[src/rtl/counter_pkg.sv]
// Shared constants and state encoding for the mod-100 counter family.
package counter_pkg;
  localparam int CNT_100_MAX = 99;
  localparam int CNT_100_W   = 7;

  typedef enum logic [1:0] {
    ST_IDLE   = 2'd0,
    ST_SYNC   = 2'd1,
    ST_LOCKED = 2'd2
  } state_t;
endpackage

[src/rtl/counter_100_monitor_if.sv]
// Sample input and status outputs of the mod-100 stream monitor.
interface counter_100_monitor_if #(
  parameter int CNT_W  = 7,
  parameter int ERR_W  = 8,
  parameter int WRAP_W = 16
);
  logic              i_en;
  logic [CNT_W-1:0]  i_cnt;
  logic              o_locked;
  logic              o_err;
  logic              o_range_err;
  logic              o_wrap;
  logic [ERR_W-1:0]  o_err_cnt;
  logic [WRAP_W-1:0] o_wrap_cnt;
  logic [CNT_W-1:0]  o_expected;
  logic [1:0]        o_state;

  modport master (
    output i_en, i_cnt,
    input  o_locked, o_err, o_range_err, o_wrap, o_err_cnt, o_wrap_cnt,
           o_expected, o_state
  );

  modport slave (
    input  i_en, i_cnt,
    output o_locked, o_err, o_range_err, o_wrap, o_err_cnt, o_wrap_cnt,
           o_expected, o_state
  );
endinterface

[src/rtl/counter_100_monitor_sat_counter.sv]
// Saturating event counter: increments on inc, sticks at all-ones.
module sat_counter #(
  parameter int W = 8
) (
  input  logic         clk,
  input  logic         reset,
  input  logic         inc,
  output logic [W-1:0] count
);
  logic [W-1:0] r_count;

  always_ff @(posedge clk or posedge reset) begin
    if (reset) begin
      r_count <= '0;
    end else if (inc && (r_count != '1)) begin
      r_count <= r_count + W'(1);
    end
  end

  assign count = r_count;
endmodule

[src/rtl/counter_100_monitor.sv]
// Mod-100 stream checker: locks onto the count sequence, then flags skips, repeats
// and out-of-range samples with registered pulses and saturating statistics.
module counter_100_monitor
  import counter_pkg::*;
#(
  parameter int CNT_W       = CNT_100_W,
  parameter int MAX_CNT     = CNT_100_MAX,
  parameter int LOCK_CYCLES = 2,
  parameter int ERR_W       = 8,
  parameter int WRAP_W      = 16
) (
  input  logic                  clk,
  input  logic                  reset,
  counter_100_monitor_if.slave  mon
);
  state_t            r_state;
  logic [3:0]        r_run;
  logic [CNT_W-1:0]  r_expected;
  logic              r_err;
  logic              r_range_err;
  logic              r_wrap;

  logic              w_range;
  logic              w_valid;
  logic              w_match;
  logic              w_err_ev;
  logic              w_wrap_ev;
  logic              w_lock_done;
  logic [CNT_W-1:0]  w_nxt;
  logic [ERR_W-1:0]  w_err_cnt;
  logic [WRAP_W-1:0] w_wrap_cnt;

  function automatic logic [CNT_W-1:0] nxt(input logic [CNT_W-1:0] x);
    return (x == CNT_W'(MAX_CNT)) ? '0 : x + CNT_W'(1);
  endfunction

  assign w_range     = mon.i_en && (mon.i_cnt > CNT_W'(MAX_CNT));
  assign w_valid     = mon.i_en && !w_range;
  assign w_match     = (mon.i_cnt == r_expected);
  assign w_nxt       = nxt(mon.i_cnt);
  assign w_lock_done = ((r_run + 4'd1) == 4'(LOCK_CYCLES));

  // Lock is only reachable from a nonzero predecessor, so a matched 0 is always a wrap.
  assign w_err_ev  = (r_state == ST_LOCKED) && (w_range || (w_valid && !w_match));
  assign w_wrap_ev = (r_state == ST_LOCKED) && w_valid && w_match && (mon.i_cnt == '0);

  always_ff @(posedge clk or posedge reset) begin
    if (reset) begin
      r_state     <= ST_IDLE;
      r_run       <= '0;
      r_expected  <= '0;
      r_err       <= 1'b0;
      r_range_err <= 1'b0;
      r_wrap      <= 1'b0;
    end else begin
      r_err       <= w_err_ev;
      r_range_err <= w_range;
      r_wrap      <= w_wrap_ev;
      if (w_range) begin
        r_state <= ST_IDLE;
        r_run   <= '0;
      end else if (w_valid) begin
        r_expected <= w_nxt;
        case (r_state)
          ST_IDLE: begin
            r_run   <= '0;
            r_state <= ST_SYNC;
          end
          ST_SYNC: begin
            if (w_match && w_lock_done) begin
              r_run   <= '0;
              r_state <= ST_LOCKED;
            end else if (w_match) begin
              r_run <= r_run + 4'd1;
            end else begin
              r_run <= '0;
            end
          end
          ST_LOCKED: begin
            if (!w_match) begin
              r_run   <= '0;
              r_state <= ST_SYNC;
            end
          end
          default: begin
            r_run   <= '0;
            r_state <= ST_IDLE;
          end
        endcase
      end
    end
  end

  sat_counter #(.W(ERR_W)) u_err_cnt (
    .clk   (clk),
    .reset (reset),
    .inc   (w_err_ev),
    .count (w_err_cnt)
  );

  sat_counter #(.W(WRAP_W)) u_wrap_cnt (
    .clk   (clk),
    .reset (reset),
    .inc   (w_wrap_ev),
    .count (w_wrap_cnt)
  );

  assign mon.o_locked    = (r_state == ST_LOCKED);
  assign mon.o_err       = r_err;
  assign mon.o_range_err = r_range_err;
  assign mon.o_wrap      = r_wrap;
  assign mon.o_err_cnt   = w_err_cnt;
  assign mon.o_wrap_cnt  = w_wrap_cnt;
  assign mon.o_expected  = r_expected;
  assign mon.o_state     = r_state;
endmodule

[src/flat_wrapper.sv]
// flat-port wrapper written by rule: the top's interface ports become plain ports
module counter_100_monitor_flat import counter_pkg::*;
#(
  parameter int CNT_W       = CNT_100_W,
  parameter int MAX_CNT     = CNT_100_MAX,
  parameter int LOCK_CYCLES = 2,
  parameter int ERR_W       = 8,
  parameter int WRAP_W      = 16
)
  (clk, reset, mon_i_en, mon_i_cnt, mon_o_locked, mon_o_err, mon_o_range_err, mon_o_wrap, mon_o_err_cnt, mon_o_wrap_cnt, mon_o_expected, mon_o_state);
  counter_100_monitor_if #(.CNT_W(CNT_W), .ERR_W(ERR_W), .WRAP_W(WRAP_W)) mon_i ();
  input  logic clk;
  input  logic reset;
  input wire logic [$bits(mon_i.i_en)-1:0] mon_i_en;
  input wire logic [$bits(mon_i.i_cnt)-1:0] mon_i_cnt;
  output wire logic [$bits(mon_i.o_locked)-1:0] mon_o_locked;
  output wire logic [$bits(mon_i.o_err)-1:0] mon_o_err;
  output wire logic [$bits(mon_i.o_range_err)-1:0] mon_o_range_err;
  output wire logic [$bits(mon_i.o_wrap)-1:0] mon_o_wrap;
  output wire logic [$bits(mon_i.o_err_cnt)-1:0] mon_o_err_cnt;
  output wire logic [$bits(mon_i.o_wrap_cnt)-1:0] mon_o_wrap_cnt;
  output wire logic [$bits(mon_i.o_expected)-1:0] mon_o_expected;
  output wire logic [$bits(mon_i.o_state)-1:0] mon_o_state;
  assign mon_i.i_en = mon_i_en;
  assign mon_i.i_cnt = mon_i_cnt;
  assign mon_o_locked = mon_i.o_locked;
  assign mon_o_err = mon_i.o_err;
  assign mon_o_range_err = mon_i.o_range_err;
  assign mon_o_wrap = mon_i.o_wrap;
  assign mon_o_err_cnt = mon_i.o_err_cnt;
  assign mon_o_wrap_cnt = mon_i.o_wrap_cnt;
  assign mon_o_expected = mon_i.o_expected;
  assign mon_o_state = mon_i.o_state;
  counter_100_monitor #(.CNT_W(CNT_W), .MAX_CNT(MAX_CNT), .LOCK_CYCLES(LOCK_CYCLES), .ERR_W(ERR_W), .WRAP_W(WRAP_W)) u_core (.clk(clk), .reset(reset), .mon(mon_i));
endmodule
[config.mk]
export PLATFORM = sky130hd
export DESIGN_NAME = counter_100_monitor_flat
export DESIGN_NICKNAME = d
export VERILOG_FILES = /design/src/rtl/counter_pkg.sv /design/src/rtl/counter_100_monitor_if.sv /design/src/rtl/counter_100_monitor_sat_counter.sv /design/src/rtl/counter_100_monitor.sv /design/src/flat_wrapper.sv
export SDC_FILE = /design/constraint.sdc
export NUM_CORES = 1
export LEC_CHECK = 0
export CORE_MARGIN = 5
export CORE_UTILIZATION = 50
export DETAILED_ROUTE_END_ITERATION = 10
export MAX_ROUTING_LAYER = met4
export PLACE_DENSITY = 0.78
export SYNTH_ARGS = -nofsm -noshare
export SYNTH_HDL_FRONTEND = slang
export SYNTH_SLANG_ARGS = --single-unit
export TNS_END_PERCENT = 100
[constraint.sdc]
create_clock -name clk -period 2.8 [get_ports clk]
set_clock_uncertainty 0.2 [all_clocks]
set_input_delay 0.28 -clock clk [delete_from_list [all_inputs] [get_ports clk]]
set_output_delay 0.28 -clock clk [all_outputs]
set_load 0.01 [all_outputs]
# After elaboration in Yosys (flattened, before gate mapping)
# Index checks and enable logic that the tools add are counted.
[classes]
add_sub_neg = 4
order_cmp = 1
n_eq_ne = 9
n_mux = 12
bitwise = 1
reduce_logical = 19
[ops]
columns = ["cell", "count"]
rows = [
  ["$mux 4", 5],
  ["$add 16x1->16 const B", 1],
  ["$ne 16x16->1 const B", 1],
  ["$logic_and 1x1->1", 10],
  ["$add 8x1->8 const B", 1],
  ["$mux 2", 4],
  ["$ne 8x8->1 const B", 1],
  ["$pmux 4 s2", 1],
  ["$add 7x1->7 const B", 1],
  ["$eq 7x7->1", 1],
  ["$eq 7x7->1 const B", 1],
  ["$gt 7x7->1 const B", 1],
  ["$logic_not 7->1", 1],
  ["$mux 7", 1],
  ["$pmux 2 s3", 1],
  ["$add 4x1->4 const B", 1],
  ["$eq 4x2->1 const B", 1],
  ["$reduce_and 2->1", 2],
  ["$ne 3x1->1 const B", 1],
  ["$ne 3x2->1 const B", 1],
  ["$reduce_and 3->1", 1],
  ["$eq 2x1->1 const B", 1],
  ["$eq 2x2->1 const B", 1],
  ["$logic_not 1->1", 2],
  ["4 further kinds", 4],
]
[word_totals]
ff_bits = 40
in_bits = 10
output_inout_bits = 37
elab_cells = 54

# Longest topological paths before layout
# Gate-level depths: netlist of run 1.
[depth]
depth_word = 8
ltp_mapped = 7

# By module
# A second synthesis of run 1 with hierarchy kept.
[unflattened]
cells_unflattened = 220
area_unflattened_um2 = 2240.9
[by_module_without_submodules]
columns = ["mod", "instances", "cells_each", "area_per_inst_um2", "seq_area_each_um2"]
rows = [
  ["counter_100_monitor", 1, 111, 1016.0, 400.4],
  ["sat_counter at u_core.u_wrap_cnt", 1, 71, 805.8, 400.4],
  ["sat_counter at u_core.u_err_cnt", 1, 38, 419.2, 200.2],
]

# Worst setup path before layout of run 1
# OpenSTA, ideal clock, no wires.
[synth_timing]
path_type = "register -> register"
startpoint = "register u_core.r_state[0], in the netlist u_core.mon.o_state[0]"
endpoint = "register u_core.u_wrap_cnt.r_count[15], in the netlist u_core.u_wrap_cnt.count[15]"
setup_ns = 0.127
t_arrival_ns = 1.835
required_ns = 2.473
path_slack_ns = 0.638
path_stages_with_launch = 6
n_path_buf = 0
period_less_slack_ns = 2.162
path_cell_list = "dfrtp_1 > and3b_1 > nand4_2 > or4_4 > nor2_2 > mux2_1"
[synth_via]
elab_chain_len = 5
[synth_lines]
columns = ["item", "line", "text"]
rows = [
  ["start, declared", "counter_100_monitor.sv:16", "state_t r_state;"],
  ["start signal, assigned", "counter_100_monitor.sv:49", "r_state <= ST_IDLE;"],
  ["start signal, assigned", "counter_100_monitor.sv:60", "r_state <= ST_IDLE;"],
  ["start signal, assigned", "counter_100_monitor.sv:67", "r_state <= ST_SYNC;"],
  ["$eq 2x2->1", "counter_100_monitor.sv:45", "assign w_wrap_ev = (r_state == ST_LOCKED) && w_valid && w_match && (mon.i_cnt == '0);"],
  ["$logic_and 1x1->1 (3 in a row)", "counter_100_monitor.sv:45", ""],
  ["$logic_and 1x1->1", "counter_100_monitor_sat_counter.sv:15", "end else if (inc && (r_count != '1)) begin"],
  ["end signal, assigned", "counter_100_monitor_sat_counter.sv:16", "r_count <= r_count + W'(1);"],
  ["end, declared", "counter_100_monitor_sat_counter.sv:10", "logic [W-1:0] r_count;"],
]
# No other way between the ends.
# A chain may end at the register's enable or synchronous reset.

# Final worst setup path of run 1
[layout_timing]
startpoint = "input mon_i_cnt[4]"
endpoint = "register u_core.u_wrap_cnt.r_count[15], in the netlist u_core.u_wrap_cnt.count[15]"
[layout_via]
elab_chain_len = 8
elab_cells_between_ends = 10
[layout_lines]
columns = ["item", "line", "text"]
rows = [
  ["start, declared", "flat_wrapper.sv:15", "input wire logic [$bits(mon_i.i_cnt)-1:0] mon_i_cnt;"],
  ["$gt 7x7->1", "counter_100_monitor.sv:37", "assign w_range = mon.i_en && (mon.i_cnt > CNT_W'(MAX_CNT));"],
  ["$logic_and 1x1->1", "counter_100_monitor.sv:37", ""],
  ["$logic_not 1->1", "counter_100_monitor.sv:38", "assign w_valid = mon.i_en && !w_range;"],
  ["$logic_and 1x1->1", "counter_100_monitor.sv:38", ""],
  ["$logic_and 1x1->1 (2 in a row)", "counter_100_monitor.sv:45", ""],
  ["$logic_and 1x1->1 *", "counter_100_monitor.sv:45", ""],
  ["$logic_and 1x1->1 *", "counter_100_monitor_sat_counter.sv:15", ""],
]
# Mark *: on every way between the ends. The rest lies on a longest branch, timed or not.

==> qor.yml, run 1 <==
outcome:
  status: "finished clean"
grt:
  grt_pass1_wl_mm: 8.176
  met2_usage_pct: 24.42
  grt_max_degree: 41
  grt.overflow.total: 0
  grtUsageMet3_pct: 4.005
  grt_most_used_layer: "met2"
  antenna_found_initial: 0
  use_met1_pct: 22.30
  grt_usage_pct: 16.71
  grt_pass1_vias: 1790
floorplanning:
  fp.dieW_um: 78.10
  initial_core_util_pct: 52.52
  ios: 47
  row_count: 24
  dieArea_mm2: 0.006099
  die_h_um: 78.10
  core_mm2: 0.004414
synthesis:
  yosys.area.top_type: "dfrtp_1"
  syn-num-nets: 241
  synth_edf_count: 0
  synth.distinct_cells: 50
  synth_top_area_share_pct: 43.17
  ys_ff_latch: 40
  synthFlopType: "dfrtp_1"
  synth_cells: 225
  ys_async_sr_fraction_pct: 100.0
  syn-mean-instance-area_um2: 10.30
  synth_seq_area_share_pct: 43.17
  netlist_area_mm2: 0.002318
  synth_common_cells: "dfrtp_1, nand2_1, nor2_1"
  yosysMostFrequentCell: "dfrtp_1"
  synth_area_leaders: "dfrtp_1, nand2_1, xnor2_2, xnor2_1, xor2_1"
  yosysWarningCount: 0
place:
  pre_cts_slack_ns: 0.08323
  dp_cells: 327
  hpwl_mm: 3.585
  port_buffers: 46
  gp_congestion: 0.7972
cells_and_area:
  fin_nets: 298
  antennaDiodeCount: 0
  utilization_pct: 67.12
  finalNonFillerCells: 335
  fillCellCount: 357
  drive_gt1_share_pct: 12.72
  syn_to_final_growth_pct: 27.79
power_and_ir_drop:
  p_leak_uw: 0.001280
  irDropWorstVdd_mv: 0.2570
  p_per_area_mw_per_mm2: 402.4
sta:
  min_period_ns: 2.382
  fin_tns_setup_ns: 0
  maxSlewViolCount: 0
  setup-violations-final: 0
  timing.final.crit_share_pct: 85.07
  rsz0062_at_grt: "false"
  max_freq_ghz: 0.4198
  hold-worst-slack_ns: 0.2028
  relSlewSlack_pct: 66.02
  finalHoldViolCount: 0
  fin_ws_ns: 0.4181
  worst_pin_slew_ns: 0.5050
clocking:
  htreeDepth: 2
  cts_sinks: 40
  cts-resized-gates: 0
  postCtsSetupBuffers: 0
  ctsHoldBuffers: 0
  clockBufferDepth: 2
  cts_made_buffers: 5
  clkTransAtPathRegs_ns: 0.08
  clock_latency_ns: 0.29
  cts_tree: "yes"
  cts_root_buffer: "clkbuf_8"
setup_path:
  critPathLaunchType: "input pin"
  r2r_setup_slack_ns: 0.45
  worst-path-max-fanout: 6
  r2r-start: "u_core.u_wrap_cnt.count[0]"
  worstPathRequired_ns: 2.78
  worstRegToRegCells: 6
  cp_data_arrival_time_ns: 2.36
  crit_path_end_kind: "register"
  rr_endpoint: "u_core.u_wrap_cnt.count[1]"
  crit_type: "in2reg"
detailed_routing:
  ant_nets: 0
  num_vias: 1865
  finalWirelength_mm: 4.774
  firstDrtPassIters: 4
  drt-initial-drc-count: 111
  wl_per_cell_um: 14.25
  drcViolationCount: 0
  via_per_inst: 5.567
hold_path:
  hold_path_class: "in2async"
flow_run:
  max-cap-violations: 0
## placed cells by master, fill, tap and decap left out, types with 3 or more instances in the layout
| cell | Yosys | routed |
|---|---|---|
| mux2_1 | 6 | 6 |
| inv_1 | 7 | 7 |
| clkdlybuf4s50_1 | 0 | 46 |
| nor3_1 | 6 | 6 |
| o21ai_0 | 3 | 3 |
| xnor2_1 | 11 | 11 |
| or3_1 | 3 | 3 |
| clkbuf_8 | 0 | 5 |
| and4_1 | 3 | 3 |
| ha_1 | 6 | 6 |
| o31ai_1 | 5 | 5 |
| xor2_1 | 11 | 11 |
| buf_4 | 0 | 11 |
| o21ai_1 | 4 | 4 |
| a21oi_1 | 3 | 3 |
| nand3_1 | 14 | 14 |
| nand2b_1 | 3 | 3 |
| dfrtp_1 | 40 | 40 |
| nand2_1 | 26 | 26 |
| xnor2_2 | 6 | 6 |
| nand4_1 | 10 | 10 |
| nor2_1 | 16 | 16 |
## worst max-delay path by stage
stage / from / end / slack, ns / depth (start not counted)
final: mon_i_cnt[4] / u_core.u_wrap_cnt.count[15] / 0.42 / 6
after CTS: mon_i_cnt[4] / u_core.u_wrap_cnt.count[15] / 0.40 / 6
after global routing: u_core.u_wrap_cnt.count[0] / u_core.u_wrap_cnt.count[1] / 0.31 / 6
after floorplan: u_core.mon.o_state[0] / u_core.u_wrap_cnt.count[15] / 0.64 / 5
after detailed placement: mon_i_cnt[4] / u_core.u_wrap_cnt.count[15] / 0.08 / 6
after global placement: mon_i_cnt[4] / u_core.u_wrap_cnt.count[15] / 0.16 / 6
## layer usage
metal,vias up,part of all wire (%)
li1,915,-
met1,891,45
met2,52,47
met3,7,5.8
met4,0,1.6
met5,-,0
## flip-flops by register name (all words and copies together), names as in the netlist
signal                   cells
u_core.u_wrap_cnt.count     16
u_core.mon.o_err             1
u_core.mon.o_expected        7
u_core.mon.o_range_err       1
u_core.r_run                 4
u_core.mon.o_wrap            1
u_core.u_err_cnt.count       8
u_core.mon.o_state           2
## report_power, final
group / internal [µW] / switching [µW] / leakage (µW) / total, µW
clock: 174 / 208 / 0.0000479 / 382
combinational: 96.9 / 95.2 / 0.000695 / 192
sequential: 595 / 23.2 / 0.000536 / 618
total: 866 / 327 / 0.00128 / 1190
## critical path, stage by stage
cell             delay [ns]
clkdlybuf4s50_1        0.58
xnor2_2                0.28
nand4_4                0.19
or4_4                  0.60
nor2_2                 0.10
mux2_1                 0.33
## cell type report
| class | count | area [µm²] | share of cell area (%) |
|---|---|---|---|
| Clock inverter | 3 | 18.77 | 0.6334 |
| Multi-Input combinational cell | 170 | 1236 | 41.72 |
| Sequential cell | 40 | 1001 | 33.78 |
| Tap cell | 52 | 65.06 | 2.196 |
| Inverter | 8 | 30.03 | 1.014 |
| Timing Repair Buffer | 57 | 543.0 | 18.33 |
| Clock buffer | 5 | 68.82 | 2.323 |
## through the flow
step / instance area, µm² / total power (µW)
floorplan: 2318 / 746.0
global placement: 2875 / 820.1
detailed placement: 2875 / 824.0
CTS: 2963 / 1201
global route: 2963 / 1251
finish: 2963 / 1192
## cell families after synthesis
kind of cell             share of synthesized area (%)
AO/OA/AOI/OAI                                    7.825
buffers and inverters                            3.508
multiplexers                                     3.777
adder cells (fa/ha/maj)                          3.238
XOR/XNOR                                         12.52
AND/OR/NAND/NOR                                  25.96
flip-flops                                       43.17
Note: power is estimated with default switching activity, not from simulation.
==> run 2: changes to the inputs <==
- CORE_MARGIN: 5 -> not set
- clock period: 2.8 -> 3.06 ns (I/O delays scaled with it)
==> qor.yml, run 2 (synthesis results as in run 1) <==
outcome:
  status: "finished clean"
clocking:
  cts_root_buffer: "clkbuf_8"
  cts_made_buffers: 5  # unchanged
  cts-resized-gates: 0  # unchanged
  cts_tree: "yes"
  cts_sinks: 40  # unchanged
  ctsHoldBuffers: 0  # unchanged
  postCtsSetupBuffers: 0  # unchanged
  clkTransAtPathRegs_ns: 0.07  # about the same
  clockBufferDepth: 2  # unchanged
  clock_latency_ns: 0.29  # about the same
  htreeDepth: 2  # unchanged
sta:
  fin_tns_setup_ns: 0  # unchanged
  timing.final.crit_share_pct: 81.51
  maxSlewViolCount: 0  # unchanged
  hold-worst-slack_ns: 0.2424  # +0.03966 ns
  relSlewSlack_pct: 63.08  # -2.9 points
  max_freq_ghz: 0.4009
  rsz0062_at_grt: "false"
  worst_pin_slew_ns: 0.5496  # +0.04460 ns
  min_period_ns: 2.494
  setup-violations-final: 0  # unchanged
  finalHoldViolCount: 0  # unchanged
cells_and_area:
  drive_gt1_share_pct: 9.524  # -3.2 points
  layout_common_cells: "clkdlybuf4s50_1, dfrtp_1, nand2_1"
  final_common_cell: "clkdlybuf4s50_1"
  finalNonFillerCells: 325  # -3.0%
  syn_to_final_growth_pct: 25.26
  finalInstanceArea_mm2: 0.002904  # -2.0%
  fin_nets: 289  # -3.0%
  fillCellCount: 351  # -1.7%
  antennaDiodeCount: 0  # unchanged
  largest_reg_flops: 16  # unchanged
floorplanning:
  fp.dieW_um: 70.10  # -10%
  core_mm2: 0.004414  # unchanged
  row_count: 24  # unchanged
  initial_core_util_pct: 52.52  # unchanged
  die_h_um: 70.10  # -10%
  dieArea_mm2: 0.004913  # -19%
  ios: 47  # unchanged
setup_path:
  crit_path_end_kind: "register"
  worstPathRequired_ns: 3.07  # +0.29 ns
  critPathLaunchType: "input pin"
  cp_data_arrival_time_ns: 2.50  # +0.14 ns
  crit_type: "in2reg"
  worst-path-max-fanout: 14  # +8
grt:
  antenna_found_initial: 0  # unchanged
  grt_max_degree: 41  # unchanged
  grt.overflow.total: 0  # unchanged
  grt_pass1_vias: 1735  # -3.1%
  grt_pass1_wl_mm: 8.404  # +2.8%
  grt_usage_pct: 21.97  # +5.3 points
place:
  hpwl_mm: 3.375  # -5.9%
  port_buffers: 46  # unchanged
  dp_cells: 318  # -2.8%
  place_area_mm2: 0.002808  # -2.4%
  gp_congestion: 0.8521  # +6.9%
detailed_routing:
  via_per_inst: 5.520  # -0.85%
  finalWirelength_mm: 4.688  # -1.8%
  drt-initial-drc-count: 124  # +12%
  ant_nets: 0  # unchanged
  num_vias: 1794  # -3.8%
  wl_per_cell_um: 14.42  # +1.2%
  drcViolationCount: 0  # unchanged
  firstDrtPassIters: 4  # unchanged
hold_path:
  hold_path_class: "in2async"
flow_run:
  max-cap-violations: 0  # unchanged
power_and_ir_drop:
  p_leak_uw: 0.001238  # -3.2%
  power_uw: 1111  # -6.8%
  irDropWorstVdd_mv: 0.2446  # -4.8%
  p_per_area_mw_per_mm2: 382.6  # -4.9%
run 2: cell types whose count changed in the layout (fill, tap and decap cells not counted), sizes merged:
cell | previous run | this run
clkbuf | 5 | 7
clkinv | 3 | 0
buf | 11 | 2
run 2: worst paths after layout:
kind                       slack (ns)  depth (start not counted)                        from                          end
min                              0.24                          3                       reset             u_core.mon.o_err
min in group clk                 0.32                          1   u_core.u_err_cnt.count[3]    u_core.u_err_cnt.count[3]
min reg2reg                      0.32                          1   u_core.u_err_cnt.count[3]    u_core.u_err_cnt.count[3]
max in group asynchronous        2.07                          3                       reset  u_core.u_wrap_cnt.count[10]
max reg2reg                      0.78                          5  u_core.u_wrap_cnt.count[0]   u_core.u_wrap_cnt.count[1]
max                              0.57                          7                mon_i_cnt[0]        u_core.mon.o_state[1]
run 2: final cells by class:
type                    count  area (µm²)  share of cell area (%)
multi-input cells         170        1236                   42.57
flip-flops and latches     40        1001                   34.47
repair buffers             48       475.5                   16.37
clock buffers               7       96.34                   3.318
well taps                  52       65.06                   2.240
inverters                   8       30.03                   1.034
run 2: where the power goes:
part / total (µW) / switching (µW) / internal [µW]
clock: 377 / 176 / 201
combinational: 168 / 85.9 / 82.1
sequential: 567 / 21.7 / 545
total: 1110 / 283 / 828
run 2: worst max-delay path, cell delays in order:
cell and delay, ns:
clkdlybuf4s50_1 0.63, ha_1 0.33, nand3b_1 0.16, a21oi_2 0.12, nand2b_4 0.24, or4b_1 0.54
o221ai_1 0.17
run 2: metrics by stage:
stage               setup WS, ns  utilization [%]
floorplan                 0.8980                -
global placement          0.3625            63.61
detailed placement        0.2869            63.61
CTS                       0.5835            65.79
global route              0.4825            65.79
finish                    0.5659            65.79
run 2: layer usage:
metal	part of all wire, %	global-route usage (%)	up-vias
met2	46	30.77	40
met4	0.62	6.889	0
li1	-	-	893
met5	0	-	-
met1	50	31.52	859
met3	3.7	5.195	2
==> run 3: changes to the inputs <==
- clock period: 3.06 -> 2.6 ns (I/O delays scaled with it)
==> qor.yml, run 3 (synthesis results as in run 1) <==
clocking:
  cts_made_buffers: 5  # unchanged
  clockBufferDepth: 2  # unchanged
  cts_root_buffer: "clkbuf_8"
  clock_latency_ns: 0.30  # about the same
  cts_sinks: 40  # unchanged
  cts-resized-gates: 0  # unchanged
  cts_tree: "yes"
  ctsHoldBuffers: 0  # unchanged
  postCtsSetupBuffers: 0  # unchanged
  clkTransAtPathRegs_ns: 0.09  # +0.02 ns
  htreeDepth: 2  # unchanged
cells_and_area:
  utilization_pct: 68.51  # +2.7 points
  drive_gt1_share_pct: 14.24  # +4.7 points
  final_common_cell: "clkdlybuf4s50_1"
  antennaDiodeCount: 0  # unchanged
  fin_nets: 303  # +4.8%
  syn_to_final_growth_pct: 30.44
  finalInstanceArea_mm2: 0.003024  # +4.1%
  largest_reg_flops: 16  # unchanged
  layout_common_cells: "clkdlybuf4s50_1, dfrtp_1, nand2_1"
setup_path:
  worst-path-max-fanout: 7  # -7
  critPathLaunchType: "input pin"
  crit_type: "in2reg"
  startpoint: "mon_i_cnt[0]"
  crit_slowest_cell: "clkdlybuf4s50_1"
  r2r-start: "u_core.u_wrap_cnt.count[5]"
  critPathBufInv: 1  # unchanged
  crit_path_max_incr_delay_ns: 0.57  # -0.06 ns
  cp_data_arrival_time_ns: 2.32  # -0.18 ns
  worstPathRequired_ns: 2.58  # -0.49 ns
  cp_top_family: "buffers and inverters"
  crit_path_end_kind: "register"
  path_cells: "clkdlybuf4s50_1 -> ha_1 -> nand3b_1 -> a21oi_2 -> o31ai_4 -> nor3_1 -> mux2_1"
power_and_ir_drop:
  irDropWorstVdd_mv: 0.2850  # +16%
  p_per_area_mw_per_mm2: 458.6  # +20%
  p_leak_uw: 0.001310  # +5.7%
floorplanning:
  fp.dieW_um: 70.10  # unchanged
  initial_core_util_pct: 52.52  # unchanged
  ios: 47  # unchanged
  dieArea_mm2: 0.004913  # unchanged
  row_count: 24  # unchanged
  core_mm2: 0.004414  # unchanged
  die_h_um: 70.10  # unchanged
grt:
  antenna_found_initial: 0  # unchanged
  grt.overflow.total: 0  # unchanged
  grt_usage_pct: 21.55  # -0.42 points
  grt_max_degree: 15  # -63%
  grt_pass1_vias: 1764  # +1.7%
  grt_pass1_wl_mm: 8.121  # -3.4%
sta:
  timing.final.crit_share_pct: 90.06
  finalHoldViolCount: 0  # unchanged
  min_period_ns: 2.342
  setup-violations-final: 0  # unchanged
  relSlewSlack_pct: 61.42  # -1.7 points
  maxSlewViolCount: 0  # unchanged
  rsz0062_at_grt: "false"
  worst_pin_slew_ns: 0.5780  # +0.02838 ns
  fin_ws_ns: 0.2585  # -0.3074 ns
  max_freq_ghz: 0.4271
place:
  place_area_mm2: 0.002913  # +3.7%
  port_buffers: 46  # unchanged
  gp_congestion: 0.8157  # -4.3%
  pre_cts_slack_ns: -0.02299  # -0.3099 ns
  hpwl_mm: 3.635  # +7.7%
detailed_routing:
  firstDrtPassIters: 4  # unchanged
  drt-initial-drc-count: 76  # -39%
  wl_per_cell_um: 13.85  # -4.0%
  num_vias: 1832  # +2.1%
  finalWirelength_mm: 4.708  # +0.43%
  via_per_inst: 5.388  # -2.4%
  drcViolationCount: 0  # unchanged
  ant_nets: 0  # unchanged
outcome:
  status: "finished clean"
hold_path:
  hold_path_class: "in2async"
flow_run:
  max-cap-violations: 0  # unchanged
==> run 3: cell types whose count changed in the layout (fill, tap and decap cells not counted) <==
cell / delta
buf_4: +14
bufinv_16: +1
clkinvlp_4: +1
clkinv_2: +1
clkbuf_8: -2
==> run 3: final timing paths <==
check                      depth (start not counted)  slack [ns]                          end
setup / recovery                                   7        0.26    u_core.u_err_cnt.count[6]
hold / removal                                     2        0.12    u_core.u_err_cnt.count[6]
setup reg to reg                                   5        0.38  u_core.u_wrap_cnt.count[15]
hold reg to reg                                    1        0.31   u_core.u_wrap_cnt.count[8]
max in group asynchronous                          3        1.46  u_core.u_wrap_cnt.count[11]
min in group clk                                   1        0.31   u_core.u_wrap_cnt.count[8]
==> run 3: final cells by class <==
class                           count  area (µm²)
Multi-Input combinational cell    170        1236
Fill cell                         360        1390
Timing Repair Buffer               62       580.6
Clock inverter                      3       42.54
Sequential cell                    40        1001
Inverter                            8       30.03
Clock buffer                        5       68.82
Tap cell                           52       65.06
==> run 3: routing by layer <==
metal	wire length [µm]	part of all wire [%]	up-vias	global-route usage (%)
li1	-	-	918	-
met4	65	1.4	0	7.333
met2	2161	46	40	32.80
met1	2291	49	868	29.11
met5	0	0	-	-
met3	190	4.0	6	4.040
==> run 3: through the flow <==
stage               setup TNS, ns  hold WS, ns  instances  total power (µW)
floorplan                       0       0.1581        225             803.4
global placement                0       0.3048        332             888.0
detailed placement       -0.07447       0.3106        332             892.0
CTS                             0       0.1440        340              1397
global route                    0       0.1782        340              1449
finish                          0       0.1197        340              1387
==> run 3: power by group <==
part	leakage, µW	switching, µW	internal, µW
clock network	0.0000541	223	284
logic	0.000719	105	108
registers	0.000536	25.9	641
==> edit: new RTL, flow settings as in run 2 <==
`WRAP_W` is set to 16 in 3 places; all go to 18.
--- a/src/rtl/counter_100_monitor_if.sv
+++ b/src/rtl/counter_100_monitor_if.sv
@@ -2,7 +2,7 @@
 interface counter_100_monitor_if #(
   parameter int CNT_W  = 7,
   parameter int ERR_W  = 8,
-  parameter int WRAP_W = 16
+  parameter int WRAP_W = 18
 );
   logic              i_en;
   logic [CNT_W-1:0]  i_cnt;
--- a/src/rtl/counter_100_monitor.sv
+++ b/src/rtl/counter_100_monitor.sv
@@ -7,7 +7,7 @@
   parameter int MAX_CNT     = CNT_100_MAX,
   parameter int LOCK_CYCLES = 2,
   parameter int ERR_W       = 8,
-  parameter int WRAP_W      = 16
+  parameter int WRAP_W      = 18
 ) (
   input  logic                  clk,
   input  logic                  reset,
--- a/src/flat_wrapper.sv
+++ b/src/flat_wrapper.sv
@@ -5,7 +5,7 @@
   parameter int MAX_CNT     = CNT_100_MAX,
   parameter int LOCK_CYCLES = 2,
   parameter int ERR_W       = 8,
-  parameter int WRAP_W      = 16
+  parameter int WRAP_W      = 18
 )
   (clk, reset, mon_i_en, mon_i_cnt, mon_o_locked, mon_o_err, mon_o_range_err, mon_o_wrap, mon_o_err_cnt, mon_o_wrap_cnt, mon_o_expected, mon_o_state);
   counter_100_monitor_if #(.CNT_W(CNT_W), .ERR_W(ERR_W), .WRAP_W(WRAP_W)) mon_i ();
Interface: changed (resized mon_o_wrap_cnt); port bits go from 47 to 49. No check against the original RTL was run, so the function may have changed too.
==> edit against run 2 <==
  * Sequential cell count rose by 2
  * Wire length increased by 2.1%
  * Critical path type unchanged
  * Setup slack worse by 0.081 ns
  * Sequential power up 3%
  * Clock power increased by 14%
  * Design area up 3.9%
  * Area after synthesis fell by 0.49%
  * Largest power group unchanged
  * Power is 4.2% higher
==> edit: results (changes against run 2) <==
share of the synthesized area in compound gates (AO/OA/AOI/OAI) 0.0765 (-0.00179); met1 GRT Util 0.272 (-0.0431); vias per inst 5.67 (+2.7%); ratio of cells with drive above 1 in the final layout 0.105 (+0.00929); Synth area leaders dfrtp_1 (46%), xor2_1 (9.1%), nand2_1 (4.4%); Max VDD drop 0.196 mV (-20%); DRT met1 WL 2.14 mm (-8.9%); fin util 0.688 (+0.0305); fin nets 302 (+4.5%); RR Endpoint u_core.u_wrap_cnt.count[13]; max reg flops 18 (+2); WL per Instance 14.1 um (-2.1%); Total Wirelength 4.79 mm (+2.1%); Leak 1.38 nW (+11%); Max FO, Critical Path 11 (-3); Cells after DPL 331 (+4.1%); Comb power 0.145 mW (-14%); met2 usage 0.378 (+0.0705); outcome complete, no violations; Synth Area in Adders 0.0325 (+0.000158); FILL cells 366 (+4.3%); hpwl dp 3.57 mm (+5.7%); pin count of the biggest net entering global routing 43 (+4.9%); XOR/XNOR Fraction of Synth Area 0.121 (-0.00373); synth unique cells 47 (-6.0%); Placement Setup Slack 0.200 ns (-0.0870 ns)
==> edit: worst min path at each step <==
stage / to / slack [ns]
2_1_floorplan: u_core.mon.o_expected[0] / 0.20
3_3_place_gp: u_core.u_wrap_cnt.count[8] / 0.28
3_5_place_dp: u_core.u_wrap_cnt.count[8] / 0.30
4_1_cts: u_core.mon.o_wrap / 0.26
5_1_grt: u_core.u_wrap_cnt.count[7] / 0.30
6_report: u_core.r_run[1] / 0.26
==> edit: layout make-up <==
| type | count | share of cell area |
|---|---|---|
| clock buffers | 5 | 0.0228 |
| multi-input cells | 169 | 0.398 |
| clock inverters | 3 | 0.0133 |
| flip-flops and latches | 42 | 0.348 |
| inverters | 10 | 0.0124 |
| repair buffers | 58 | 0.184 |
| well taps | 52 | 0.0216 |
==> edit: worst reg2reg max path: stages (launching register included) <==
cell     delay [ns]
dfrtp_1        0.43
ha_1           0.21
nand4_1        0.27
or3_1          0.55
nor3_2         0.21
buf_4          0.26
nor4_1         0.09
xor2_1         0.15
